File: config.mk
export PLATFORM = sky130hd
export DESIGN_NAME = serial_adder
export DESIGN_NICKNAME = d
export VERILOG_FILES = /design/src/rtl/serial_adder.sv
export SDC_FILE = /design/constraint.sdc
export NUM_CORES = 1
export LEC_CHECK = 0
export ABC_AREA = 1
export CORE_UTILIZATION = 56
export CTS_CLUSTER_DIAMETER = 40
export DETAILED_ROUTE_END_ITERATION = 7
export HOLD_SLACK_MARGIN = 0.1
export PLACE_DENSITY = 0.83
export SETUP_SLACK_MARGIN = 0.3
export SYNTH_ARGS = -nofsm -noshare
export SYNTH_HDL_FRONTEND = slang
export SYNTH_SLANG_ARGS = --single-unit
File: constraint.sdc
create_clock -name clk -period 1.9 [get_ports clk]
set_input_delay 0.285 -clock clk [delete_from_list [all_inputs] [get_ports clk]]
set_output_delay 0.285 -clock clk [all_outputs]
set_load 0.03 [all_outputs]
File: src/rtl/serial_adder.sv
// Bit-serial adder: one full-add step per clock, LSB first, fixed WIDTH+2 cycle turnaround.
// Optional signed-overflow flag is built only when SERIAL_ADDER_OVF_EN is defined.
module serial_adder #(
  parameter int WIDTH = 8
) (
  input  logic             clk,
  input  logic             rst_n,
  input  logic             start,
  input  logic [WIDTH-1:0] a,
  input  logic [WIDTH-1:0] b,
  input  logic             cin,
  output logic             busy,
  output logic             done,
  output logic [WIDTH-1:0] sum,
  output logic             cout,
  output logic             ovf
);

  localparam logic [1:0] IDLE = 2'd0;
  localparam logic [1:0] RUN  = 2'd1;
  localparam logic [1:0] DONE = 2'd2;

  localparam int              CNT_W = $clog2(WIDTH);
  localparam logic [CNT_W-1:0] LAST = CNT_W'(WIDTH - 1);

  logic [1:0]       state_q, state_d;
  logic [WIDTH-1:0] opa_q, opa_d;
  logic [WIDTH-1:0] opb_q, opb_d;
  // Partial result holds the low WIDTH-1 bits; the final step supplies the MSB.
  logic [WIDTH-2:0] res_q, res_d;
  logic [WIDTH-2:0] res_shift;
  logic             carry_q, carry_d;
  logic [CNT_W-1:0] cnt_q, cnt_d;
  logic [WIDTH-1:0] sum_q, sum_d;
  logic             cout_q, cout_d;

  logic ha_s, ha_c, step_s, step_c, last_step;

  // Full-add step as two half-adder stages.
  assign ha_s      = opa_q[0] ^ opb_q[0];
  assign ha_c      = opa_q[0] & opb_q[0];
  assign step_s    = ha_s ^ carry_q;
  assign step_c    = ha_c | (ha_s & carry_q);
  assign last_step = (state_q == RUN) && (cnt_q == LAST);

  generate
    if (WIDTH == 2) begin : g_res_narrow
      assign res_shift = step_s;
    end else begin : g_res_wide
      assign res_shift = {step_s, res_q[WIDTH-2:1]};
    end
  endgenerate

  always_comb begin
    // NOTE: every signal gets its hold value first so no path through the case infers a latch.
    state_d = state_q;
    opa_d   = opa_q;
    opb_d   = opb_q;
    res_d   = res_q;
    carry_d = carry_q;
    cnt_d   = cnt_q;
    sum_d   = sum_q;
    cout_d  = cout_q;
    case (state_q)
      IDLE: begin
        if (start) begin
          opa_d   = a;
          opb_d   = b;
          carry_d = cin;
          cnt_d   = '0;
          state_d = RUN;
        end
      end
      RUN: begin
        opa_d   = {1'b0, opa_q[WIDTH-1:1]};
        opb_d   = {1'b0, opb_q[WIDTH-1:1]};
        res_d   = res_shift;
        carry_d = step_c;
        cnt_d   = cnt_q + CNT_W'(1);
        if (last_step) begin
          sum_d   = {step_s, res_q};
          cout_d  = step_c;
          state_d = DONE;
        end
      end
      DONE:    state_d = IDLE;
      default: state_d = IDLE;
    endcase
  end

  always_ff @(posedge clk or negedge rst_n) begin
    if (!rst_n) begin
      state_q <= IDLE;
      opa_q   <= '0;
      opb_q   <= '0;
      res_q   <= '0;
      carry_q <= 1'b0;
      cnt_q   <= '0;
      sum_q   <= '0;
      cout_q  <= 1'b0;
    end else begin
      // NOTE: non-blocking updates so every flop samples pre-edge values regardless of order.
      state_q <= state_d;
      opa_q   <= opa_d;
      opb_q   <= opb_d;
      res_q   <= res_d;
      carry_q <= carry_d;
      cnt_q   <= cnt_d;
      sum_q   <= sum_d;
      cout_q  <= cout_d;
    end
  end

`ifdef SERIAL_ADDER_OVF_EN
  logic ovf_q, ovf_d;

  // On the last step carry_q is the carry into the MSB and step_c the carry out of it.
  always_comb begin
    ovf_d = ovf_q;
    if (last_step) ovf_d = carry_q ^ step_c;
  end

  always_ff @(posedge clk or negedge rst_n) begin
    if (!rst_n) ovf_q <= 1'b0;
    else        ovf_q <= ovf_d;
  end

  assign ovf = ovf_q;
`else
  assign ovf = 1'b0;
`endif

  assign busy = (state_q == RUN);
  assign done = (state_q == DONE);
  assign sum  = sum_q;
  assign cout = cout_q;

endmodule

==> results of run 1 <==
-- worst register-to-register path, stage by stage (launching register included) --
cell and delay (ns):
dfrtp_1 0.42, buf_12 0.14, buf_4 0.18, o21ai_4 0.44, nand2_1 0.13, nand2_1 0.10
-- power by group through the flow --
stage | Combinational [mW] | Clock, mW | Sequential, mW
after floorplan | 1.19 | 0 | 1.55
after global placement | 1.71 | 0 | 1.40
after CTS | 1.78 | 0.730 | 1.40
after global routing | 2.05 | 0.757 | 1.45
final | 1.81 | 0.721 | 1.40
after detailed placement | 1.78 | 0 | 1.41
-- cell families (layout without fill, tap and decap cells) --
kind of cell | count (synthesis) | count (layout) | share of synthesized area, %
other | 1 | 1 | 0.2006
and+or+nand+nor | 109 | 109 | 25.03
AOI/OAI and AO/OA | 20 | 20 | 7.764
adders and majority gates | 3 | 3 | 2.409
DFF | 38 | 38 | 50.87
buffers and inverters | 53 | 90 | 13.72
-- layout by cell type, fill, tap and decap left out --
master            n
dlygate4sd2_1     9
nor2_4            1
o21ai_1           1
inv_1            41
a21oi_2           1
fa_1              1
dfrtp_1          38
o21ai_4           1
buf_4             9
bufinv_16         2
conb_1            1
buf_2             1
buf_12            1
ha_1              2
nand3_1          31
o21ai_0           9
dlygate4sd3_1     1
nand2_4           1
clkbuf_4          5
nand2_1          72
nand2_2           2
clkbuf_2          1
nor2_1            2
inv_2             1
o21ai_2           8
clkdlybuf4s50_1  18
clkbuf_8          1
-- what timing repair did --
| action | in CTS | in global routing |
|---|---|---|
| pin swaps | 1 | 0 |
| endpoints found under the setup margin | 11 | 2 |
| gates resized for setup | 11 | 4 |
| buffers inserted | 1 | 2 |
| hold buffers | 1 | 0 |
| endpoints found under the hold margin | 22 | 0 |
-- area by class of cell --
class | count | area share [%]
inverters | 42 | 6.844
well taps | 44 | 2.390
multi-input cells | 133 | 28.73
flip-flops and latches | 38 | 41.28
clock inverters | 2 | 2.607
clock buffers | 6 | 2.227
repair buffers | 40 | 15.92
-- metal layers --
layer	vias to the layer above	part of all wire, %	GRT usage [%]
li1	752	-	-
met1	716	44	34.98
met2	46	48	37.30
met3	6	6.0	6.926
met4	0	1.7	8.970
met5	-	0	0
-- worst paths after layout --
check                                  startpoint                    to  slack [ns]  depth (start not counted)
max in group asynchronous                   rst_n  opa_q[1]$_DFFE_PN0P_        0.96                          3
hold / removal                              rst_n  res_q[2]$_DFFE_PN0P_        0.41                          2
setup reg to reg           state_q[0]$_DFFE_PN0P_  opa_q[1]$_DFFE_PN0P_        0.42                          5
hold reg to reg                sum[0]$_DFFE_PN0P_    sum[0]$_DFFE_PN0P_        0.49                          2
setup / recovery           state_q[0]$_DFFE_PN0P_                  busy        0.41                          4
min in group clk                             a[7]  opa_q[7]$_DFFE_PN0P_        0.48                          3
-- through the flow --
stage                     area, um^2  hold slack [ns]
after global routing            2303           0.4389
final                           2303           0.4117
after detailed placement        2163           0.2897
after CTS                       2283           0.4341
after global placement          2163           0.2912
after floorplan                 1869         -0.01059
-- flip-flops by register name (all words and copies together) (netlist names) --
register and flops:
sum 8, opa_q 8, res_q 7, carry_q 1, opb_q 8, cout 1
state_q 2, cnt_q 3
==> summary.txt, run 1 <==
Worst setup path
  – Max stage delay cell, worst path: dfrtp_1
  – Delay of the slowest critical-path stage: slightly above 0.4 ns
  – CP Class: reg -> out
  – CP delay by family, top: flip-flops
  – Crit-path cells: buf_12, inv_2, nor2_4, buf_4
  – Required time of the critical path: about 1.6 ns
  – CP max FO: 4
  – Critical Path End Type: primary output
  – Worst path bufs/invs: 3
  – Startpoint Class: flip-flop
  – WP data arrival: ~1.2 ns

Power
  – Sequential power share: between 30% and 40%
  – Internal power: around 2.3 mW
  – VDD IR max: ~0.96 mV
  – Sw Share: between 40% and 50%
  – Power per cell area: between 1500 and 2000 mW/mm^2
  – Leakage Power: ~1.3 nW
  – Sw power: between 1.5 and 2 mW
  – Total power: around 4 mW
  – Clk pwr share: about 18%
  – Gate power share: between 40 and 50%

Cells and area
  – Total Nets Final: 283
  – Area growth from synthesis to layout: 23.23%
  – Final design utilization: approximately 74%
  – Layout cells sized above 1: between 10% and 20%
  – FF+latch area: around 950 um^2
  – N_diodes: 0
  – Multi-input gate area: ~660 um^2
  – Fillers: roughly 270
  – Filler-free cell count of the finished design: a little over 300

Die
  – Row cnt: 20
  – Core area: between 0.003 and 0.004 mm^2
  – Die ar.: approximately 0.0036 mm^2
  – # IOs: 32
  – Die Wd: approximately 60 um
  – Die Height: 59.78 um
  – Starting density of the core: between 60% and 70%

Global route
  – Tot GR Track Use: 24.94%
  – Initial antenna violation count: 0
  – Largest net degree at the start of global routing: 25
  – Number of global-route vias before repair: roughly 1400
  – First-pass GRT wire length: around 6400 um
  – Total gr overflow: 0

Hold path
  – Class of the worst hold path: in -> async

Drt
  – Vias per inst: between 4 and 5
  – Starting DRC count in detailed routing: between 70 and 80
  – Via count: roughly 1500
  – Final wirelength: 3715 um
  – DRT Pass-1 Iters: 4
  – Drc violations: 0
  – Wire length per cell: 12.18 um
  – Routed Antenna Nets: 0

STA
  – Setup ws final: 0.4055 ns
  – Clk_skew: ~0.0064 ns
  – Slew headroom: 65.34%
  – Worst Tran Pin Value: 0.5200 ns
  – Period utilization: 78.66%
  – Endpoints failing hold: 0
  – Unrepaired setup endpoints after global routing: no
  – Final worst path period need: around 1.5 ns
  – Final setup violation count: 0
  – Slew Limit Fails: 0
  – Setup tns final: 0 ns
  – Fmax: ~670 MHz

Clock tree
  – Clock Latency Late Sink: around 0.36 ns
  – Root Driver: clkbuf_4
  – Clock transition at the registers of the reported paths: between 0.1 and 0.15 ns
  – TritonCTS buffer count: 5
  – Clock sinks: 38
  – Htree depth: 2
  – CTS tree: built
  – Clk buf depth: 2

Synth
  – Post-synth top cells: nand2_1 (72), inv_1 (41), dfrtp_1 (38)
  – Top_reg_cell synth: dfrtp_1
  – Async SR Flop Fraction: 100.0%
  – Mapped Area: 0.001869 mm^2
  – Cell count after synthesis: between 200 and 250
  – Sequential-to-total area share from yosys stat: 50.87%
  – Syn Nets: approximately 250
  – Most common cell in the synthesized netlist: nand2_1
  – FF+latch count, synth: 38
  – Synth warn: 0
  – Post-synth top area share: between 50 and 60%
  – Yosys cell types: 21
  – Post-Syn Area per Cell: around 8.3 um^2
  – EDFF count, synth: 0
  – Area contributors post-synth: dfrtp_1 (51%), nand2_1 (14%), nand3_1 (8.3%)
  – Largest area contributor in the netlist: dfrtp_1

Flow run
  – Maxcap violations: 0

Place
  – Cell count after placement: about 300
  – Gp weighted congestion: 0.8004
  – Port Buffers: 30
  – Hpwl dp: 2374 um
  – DP Worst Slack: between 0.3 and 0.4 ns

Run status
  – Status: finished, final reports clean
Power figures use the tool's default switching activity.
==> inputs of run 2 (changes only) <==
Settings changed: CORE_UTILIZATION 56 to 47, PLACE_DENSITY 0.83 to 0.74.
Clock period 1.9 ns to 1.2 ns, I/O delays scaled along.
==> run 2 against run 1 <==
Compared with the run above: the flow now finishes with violations (setup timing); flip-flop and latch count stayed put; power increased by 130%; clock skew grew 0.018 ns; sequential power up 74%.
==> summary.txt, run 2 (same netlist as run 1, synthesis figures left out) <==
Power
  – Sw power: 3.810 mW (was 1.611 mW)
  – Clk pwr share: 10.6% (was 18.3%)
  – Leakage Power: 1.628 nW (was 1.268 nW)
  – Sw Share: 43.02% (was 40.96%)
  – VDD IR max: 1.488 mV (was 0.9640 mV)
  – Power per cell area: 2791 mW/mm^2 (was 1707 mW/mm^2)
  – Sequential power share: 27.5% (was 35.7%)
  – Gate power share: 61.9% (was 45.9%)
  – Internal power: 5.046 mW (was 2.322 mW)

Drt
  – Final wirelength: 6081 um (was 3715 um)
  – Via count: 1829 (was 1520)
  – Routed Antenna Nets: 0 (unchanged)
  – Wire length per cell: 17.42 um (was 12.18 um)
  – Starting DRC count in detailed routing: 200 (was 78)
  – DRT Pass-1 Iters: 4 (unchanged)
  – Drc violations: 0 (unchanged)
  – Vias per inst: 5.241 (was 4.984)

Global route
  – Total gr overflow: 0 (unchanged)
  – Largest net degree at the start of global routing: 39 (was 25)
  – Met1 Use GR: 27.59% (was 34.98%)
  – Number of global-route vias before repair: 1545 (was 1388)
  – Tot GR Track Use: 22.75% (was 24.94%)
  – Most used routing layer: met2 (unchanged)
  – Met2 Use GR: 37.63% (was 37.30%)
  – Met3 Resource Use GR: 5.106% (was 6.926%)
  – First-pass GRT wire length: 7120 um (was 6423 um)
  – Initial antenna violation count: 0 (unchanged)

Worst setup path
  – Required time of the critical path: 1.38 ns (was 1.62 ns)
  – Critical path depth: 7 (was 4)
  – Delay of the slowest critical-path stage: 0.38 ns (was 0.41 ns)
  – Reg2reg path depth: 7 (was 5)
  – CP delay by family, top: adder cells (was flip-flops)
  – Critical path's most frequent cell: buf_12
  – CP max FO: 5 (was 4)
  – Startpoint Class: flip-flop (unchanged)
  – Worst path bufs/invs: 2 (was 3)
  – CP Class: reg -> reg (was reg -> out)
  – WP data arrival: 1.53 ns (was 1.21 ns)
  – Max stage delay cell, worst path: dfrtp_1 (unchanged)
  – Critical Path End Type: flip-flop (was primary output)
  – Critical path origin: cnt_q[1]$_DFFE_PN0P_ (was state_q[0]$_DFFE_PN0P_)
  – Crit-path cells: ha_2, ha_4, nand2_8, buf_12, buf_12, nand2_4, o21ai_2 (was buf_12, inv_2, nor2_4, buf_4)
  – FF-to-FF Start: cnt_q[1]$_DFFE_PN0P_ (was state_q[0]$_DFFE_PN0P_)

Cells and area
  – Commonest non-fill, non-tap cell in the layout: inv_1 (was nand2_1)
  – Commonest cells after routing, fill and taps aside: inv_1 (37), nand2_1 (36), dfrtp_1 (36) (was nand2_1 (72), inv_1 (41), dfrtp_1 (38))
  – Final design utilization: 84.76% (was 74.23%)
  – Layout cells sized above 1: 47.51% (was 13.41%)
  – Fillers: 180 (was 267)
  – Area growth from synthesis to layout: 69.75% (was 23.23%)
  – Total Nets Final: 323 (was 283)
  – Design area: 0.003173 mm^2 (was 0.002303 mm^2)
  – Multi-input gate area: 985.9 um^2 (was 661.9 um^2)
  – N_diodes: 0 (unchanged)
  – FF+latch area: 953.4 um^2 (was 950.9 um^2)

STA
  – Fmax: approximately 740 MHz
  – Final worst path period need: about 1.3 ns
  – Setup tns final: -2.133 ns (was 0 ns)
  – Slew Limit Fails: 0 (unchanged)
  – Period utilization: 112.4%
  – Clk_skew: 0.02482 ns (was 0.006446 ns)
  – Unrepaired setup endpoints after global routing: yes (was no)
  – Setup ws final: -0.1490 ns (was 0.4055 ns)
  – Endpoints failing hold: 0 (unchanged)
  – Final setup violation count: 32 (was 0)

Die
  – Die Height: 65.07 um (was 59.78 um)
  – Row cnt: 22 (was 20)
  – Die ar.: 0.004233 mm^2 (was 0.003573 mm^2)
  – Core area: 0.003744 mm^2 (was 0.003103 mm^2)
  – Die Wd: 65.07 um (was 59.78 um)
  – # IOs: 32 (unchanged)
  – Starting density of the core: 49.93% (was 60.24%)

Clock tree
  – Clock Latency Late Sink: 0.31 ns (was 0.36 ns)
  – CTS tree: built (unchanged)
  – TritonCTS buffer count: 5 (unchanged)
  – Root Driver: clkbuf_8 (was clkbuf_4)
  – Clock sinks: 38 (unchanged)
  – Clock transition at the registers of the reported paths: 0.10 ns (was 0.12 ns)
  – Htree depth: 2 (unchanged)
  – Clk buf depth: 2 (unchanged)

Place
  – Port Buffers: 30 (unchanged)
  – Gp weighted congestion: 0.7684 (was 0.8004)
  – Hpwl dp: 2387 um (was 2374 um)
  – DP Area: 0.002263 mm^2 (was 0.002163 mm^2)
  – DP Worst Slack: -0.2558 ns (was 0.3824 ns)

Flow run
  – Maxcap violations: 0 (unchanged)

Run status
  – Failing checks: setup timing
  – Status: complete, but fails checks (was finished, final reports clean)

Hold path
  – Class of the worst hold path: in -> async (unchanged)
[run 2: cell type report]
type,count,share of cell area (%)
Clock buffer,7,2.721
Clock inverter,1,0.1577
Inverter,42,5.126
Multi-Input combinational cell,134,31.07
Sequential cell,38,30.05
Tap cell,48,1.893
Timing Repair Buffer,79,28.98
[run 2: through the flow]
| stage | power (mW) | hold slack (ns) | instances |
|---|---|---|---|
| 2_1_floorplan | 4.457 | -0.1156 | 224 |
| 3_3_place_gp | 5.156 | 0.1593 | 303 |
| 3_5_place_dp | 5.244 | 0.1607 | 303 |
| 4_1_cts | 6.946 | 0.3808 | 331 |
| 5_1_grt | 9.318 | 0.4115 | 349 |
| 6_report | 8.856 | 0.3765 | 349 |
[run 2: what timing repair did]
| action | 4_1_cts | 5_1_grt |
|---|---|---|
| buffers inserted | 17 | 15 |
| pin swaps | 3 | 26 |
| gates cloned | 2 | 3 |
| endpoints found under the setup margin | 49 | 49 |
| endpoints found under the hold margin | 38 | 0 |
| hold buffers | 1 | 0 |
| resized for setup | 32 | 80 |
[run 2: power by group through the flow]
stage | combinational [mW] | sequential (mW) | clock (mW)
after floorplan | 2.00 | 2.45 | 0
after global placement | 2.91 | 2.25 | 0
after detailed placement | 2.99 | 2.26 | 0
after CTS | 3.75 | 2.28 | 0.916
after global routing | 5.83 | 2.48 | 1.01
final | 5.48 | 2.43 | 0.940
[run 2: routing by layer]
metal  vias to the layer above  routed length, um
li1                        835                  -
met1                       893               2359
met2                        79               3131
met3                        22                351
met4                         0                239
met5                         -                  0
[run 2: tightest hold or removal path, stage by stage]
cell and delay, ns:
dlygate4sd3_1 0.52, buf_2 0.14, buf_12 0.23
[run 2: final timing paths]
kind	endpoint	slack (ns)
setup / recovery	sum[3]$_DFFE_PN0P_	-0.15
hold / removal	opb_q[3]$_DFFE_PN0P_	0.38
setup reg to reg	sum[3]$_DFFE_PN0P_	-0.15
hold reg to reg	opa_q[1]$_DFFE_PN0P_	0.49
max in group asynchronous	state_q[0]$_DFFE_PN0P_	0.58
min in group clk	opb_q[7]$_DFFE_PN0P_	0.44
==> inputs of run 3 (changes only) <==
Settings changed: PLACE_DENSITY 0.74 to 0.73.
==> run 3 against run 2 <==
Compared with the run above: core utilization is 7.8 points lower; worst hold slack better by 0.0045 ns; non-clock buffer count is 5 lower; wire length is 18% lower; critical endpoint is now busy; setup slack worse by 0.029 ns; first-iteration DRC count is 20% lower; fmax is 2.1% lower; the flow still finishes with violations (setup timing); clock power is 0.6% lower; die area stayed put.
==> summary.txt, run 3 (same netlist as run 1, synthesis figures left out) <==
Power
  – Sw Share: 41.62% (was 43.02%)
  – Internal power: 4.618 mW (was 5.046 mW)
  – VDD IR max: 1.366 mV (was 1.488 mV)
  – Leakage Power: 1.489 nW (was 1.628 nW)
  – Power per cell area: 2745 mW/mm^2 (was 2791 mW/mm^2)
  – Gate power share: 59.3% (was 61.9%)
  – Sw power: 3.293 mW (was 3.810 mW)
  – Sequential power share: 28.9% (was 27.5%)
  – Clk pwr share: 11.8% (was 10.6%)

Drt
  – Final wirelength: 4978 um (was 6081 um)
  – Starting DRC count in detailed routing: 161 (was 200)
  – Routed Antenna Nets: 0 (unchanged)
  – DRT Pass-1 Iters: 5 (was 4)
  – Wire length per cell: 14.51 um (was 17.42 um)
  – Vias per inst: 4.950 (was 5.241)
  – Drc violations: 0 (unchanged)
  – Via count: 1698 (was 1829)

STA
  – Final worst path period need: 1.378 ns (was 1.349 ns)
  – Setup ws final: -0.1783 ns (was -0.1490 ns)
  – Setup tns final: -2.090 ns (was -2.133 ns)
  – Endpoints failing hold: 0 (unchanged)
  – Unrepaired setup endpoints after global routing: yes (unchanged)
  – Fmax: 725.5 MHz (was 741.3 MHz)
  – Period utilization: 114.9% (was 112.4%)
  – Final setup violation count: 31 (was 32)
  – Hold slack: 0.3810 ns (was 0.3765 ns)
  – Clk_skew: 0.008841 ns (was 0.02482 ns)
  – Slew Limit Fails: 0 (unchanged)

Place
  – Cell count after placement: 306 (was 303)
  – Port Buffers: 30 (unchanged)
  – DP Worst Slack: -0.1779 ns (was -0.2558 ns)
  – Gp weighted congestion: 0.7782 (was 0.7684)
  – Hpwl dp: 2337 um (was 2387 um)

Clock tree
  – Htree depth: 2 (unchanged)
  – Root Driver: clkbuf_8 (unchanged)
  – Clock transition at the registers of the reported paths: 0.08 ns (was 0.10 ns)
  – Clk buf depth: 2 (unchanged)
  – Clock sinks: 38 (unchanged)
  – Clock Latency Late Sink: 0.29 ns (was 0.31 ns)
  – CTS tree: built (unchanged)
  – TritonCTS buffer count: 5 (unchanged)

Worst setup path
  – Max stage delay cell, worst path: dfrtp_1 (unchanged)
  – Worst path bufs/invs: 4 (was 2)
  – CP delay by family, top: buffers and inverters (was adder cells)
  – Crit-path cells: buf_6, inv_6, nor2_4, buf_6, buf_6 (was ha_2, ha_4, nand2_8, buf_12, buf_12, nand2_4, o21ai_2)
  – Critical path's most frequent cell: buf_6 (was buf_12)
  – FF-to-FF Start: state_q[0]$_DFFE_PN0P_ (was cnt_q[1]$_DFFE_PN0P_)
  – WP data arrival: 1.20 ns (was 1.53 ns)
  – Critical path origin: state_q[0]$_DFFE_PN0P_ (was cnt_q[1]$_DFFE_PN0P_)
  – Critical Path End Type: primary output (was flip-flop)
  – Required time of the critical path: 1.02 ns (was 1.38 ns)
  – Startpoint Class: flip-flop (unchanged)
  – CP max FO: 2 (was 5)
  – Delay of the slowest critical-path stage: 0.39 ns (was 0.38 ns)
  – CP Class: reg -> out (was reg -> reg)

Die
  – # IOs: 32 (unchanged)
  – Die ar.: 0.004233 mm^2 (unchanged)
  – Row cnt: 22 (unchanged)
  – Starting density of the core: 49.93% (unchanged)
  – Die Wd: 65.07 um (unchanged)
  – Die Height: 65.07 um (unchanged)
  – Core area: 0.003744 mm^2 (unchanged)

Cells and area
  – Final design utilization: 76.97% (was 84.76%)
  – Commonest non-fill, non-tap cell in the layout: nand2_1 (was inv_1)
  – Layout cells sized above 1: 35.59% (was 47.51%)
  – Filler-free cell count of the finished design: 343 (was 349)
  – Fillers: 248 (was 180)
  – Commonest cells after routing, fill and taps aside: nand2_1 (60), dfrtp_1 (38), inv_1 (37) (was inv_1 (37), nand2_1 (36), dfrtp_1 (36))
  – Area growth from synthesis to layout: 54.15% (was 69.75%)
  – Total Nets Final: 317 (was 323)
  – N_diodes: 0 (unchanged)

Flow run
  – Maxcap violations: 0 (unchanged)

Run status
  – Status: complete, but fails checks (unchanged)
  – Failing checks: setup timing (unchanged)

Global route
  – Largest net degree at the start of global routing: 39 (unchanged)
  – Initial antenna violation count: 0 (unchanged)
  – Total gr overflow: 0 (unchanged)
  – Number of global-route vias before repair: 1547 (was 1545)
  – Tot GR Track Use: 23.80% (was 22.75%)
  – First-pass GRT wire length: 7396 um (was 7120 um)

Hold path
  – Class of the worst hold path: in -> async (unchanged)
run 3: power by group through the flow:
stage               clock network, mW  registers [mW]  logic [mW]
detailed placement                  0            2.24        3.01
floorplan                           0            2.45        2.00
global placement                    0            2.23        2.93
CTS                             0.932            2.25        3.98
finish                          0.934            2.29        4.69
global route                     1.01            2.34        5.07
run 3: worst paths after layout:
path / endpoint / slack, ns / cells past startpoint
max: busy / -0.18 / 5
min: opb_q[3]$_DFFE_PN0P_ / 0.38 / 3
max reg2reg: opb_q[4]$_DFFE_PN0P_ / -0.11 / 7
min reg2reg: opa_q[5]$_DFFE_PN0P_ / 0.48 / 2
max in group asynchronous: cnt_q[0]$_DFFE_PN0P_ / 0.61 / 3
min in group clk: opb_q[7]$_DFFE_PN0P_ / 0.43 / 3
run 3: layout make-up:
| class | count | area (um^2) | area share, % |
|---|---|---|---|
| clock inverters | 2 | 12.51 | 0.4342 |
| well taps | 48 | 60.06 | 2.084 |
| multi-input cells | 133 | 814.5 | 28.27 |
| inverters | 42 | 165.2 | 5.732 |
| flip-flops and latches | 38 | 950.9 | 33.00 |
| repair buffers | 74 | 795.8 | 27.62 |
| clock buffers | 6 | 82.58 | 2.866 |
run 3: worst min-delay path, delay by kind of cell:
family	cells	cell delay, ns
buffers and inverters	3	0.86
run 3: timing repair:
item	4_1_cts	5_1_grt
gates cloned	2	0
endpoints found under the hold margin	38	0
pin swaps	5	7
hold buffers	1	0
endpoints found under the setup margin	49	49
resized for setup	44	31
setup buffers	17	9
run 3: routing by layer:
metal / vias up / wire, um / track usage (%)
li1: 814 / - / -
met1: 795 / 2086 / 30.68
met2: 72 / 2501 / 37.50
met3: 17 / 233 / 6.690
met4: 0 / 157 / 9.783
met5: - / 0 / 0
run 3: metrics by stage:
step | total power [mW] | area (um^2)
after floorplan | 4.457 | 1913
after global placement | 5.163 | 2273
after detailed placement | 5.250 | 2273
after CTS | 7.163 | 2710
after global routing | 8.418 | 2882
final | 7.911 | 2882
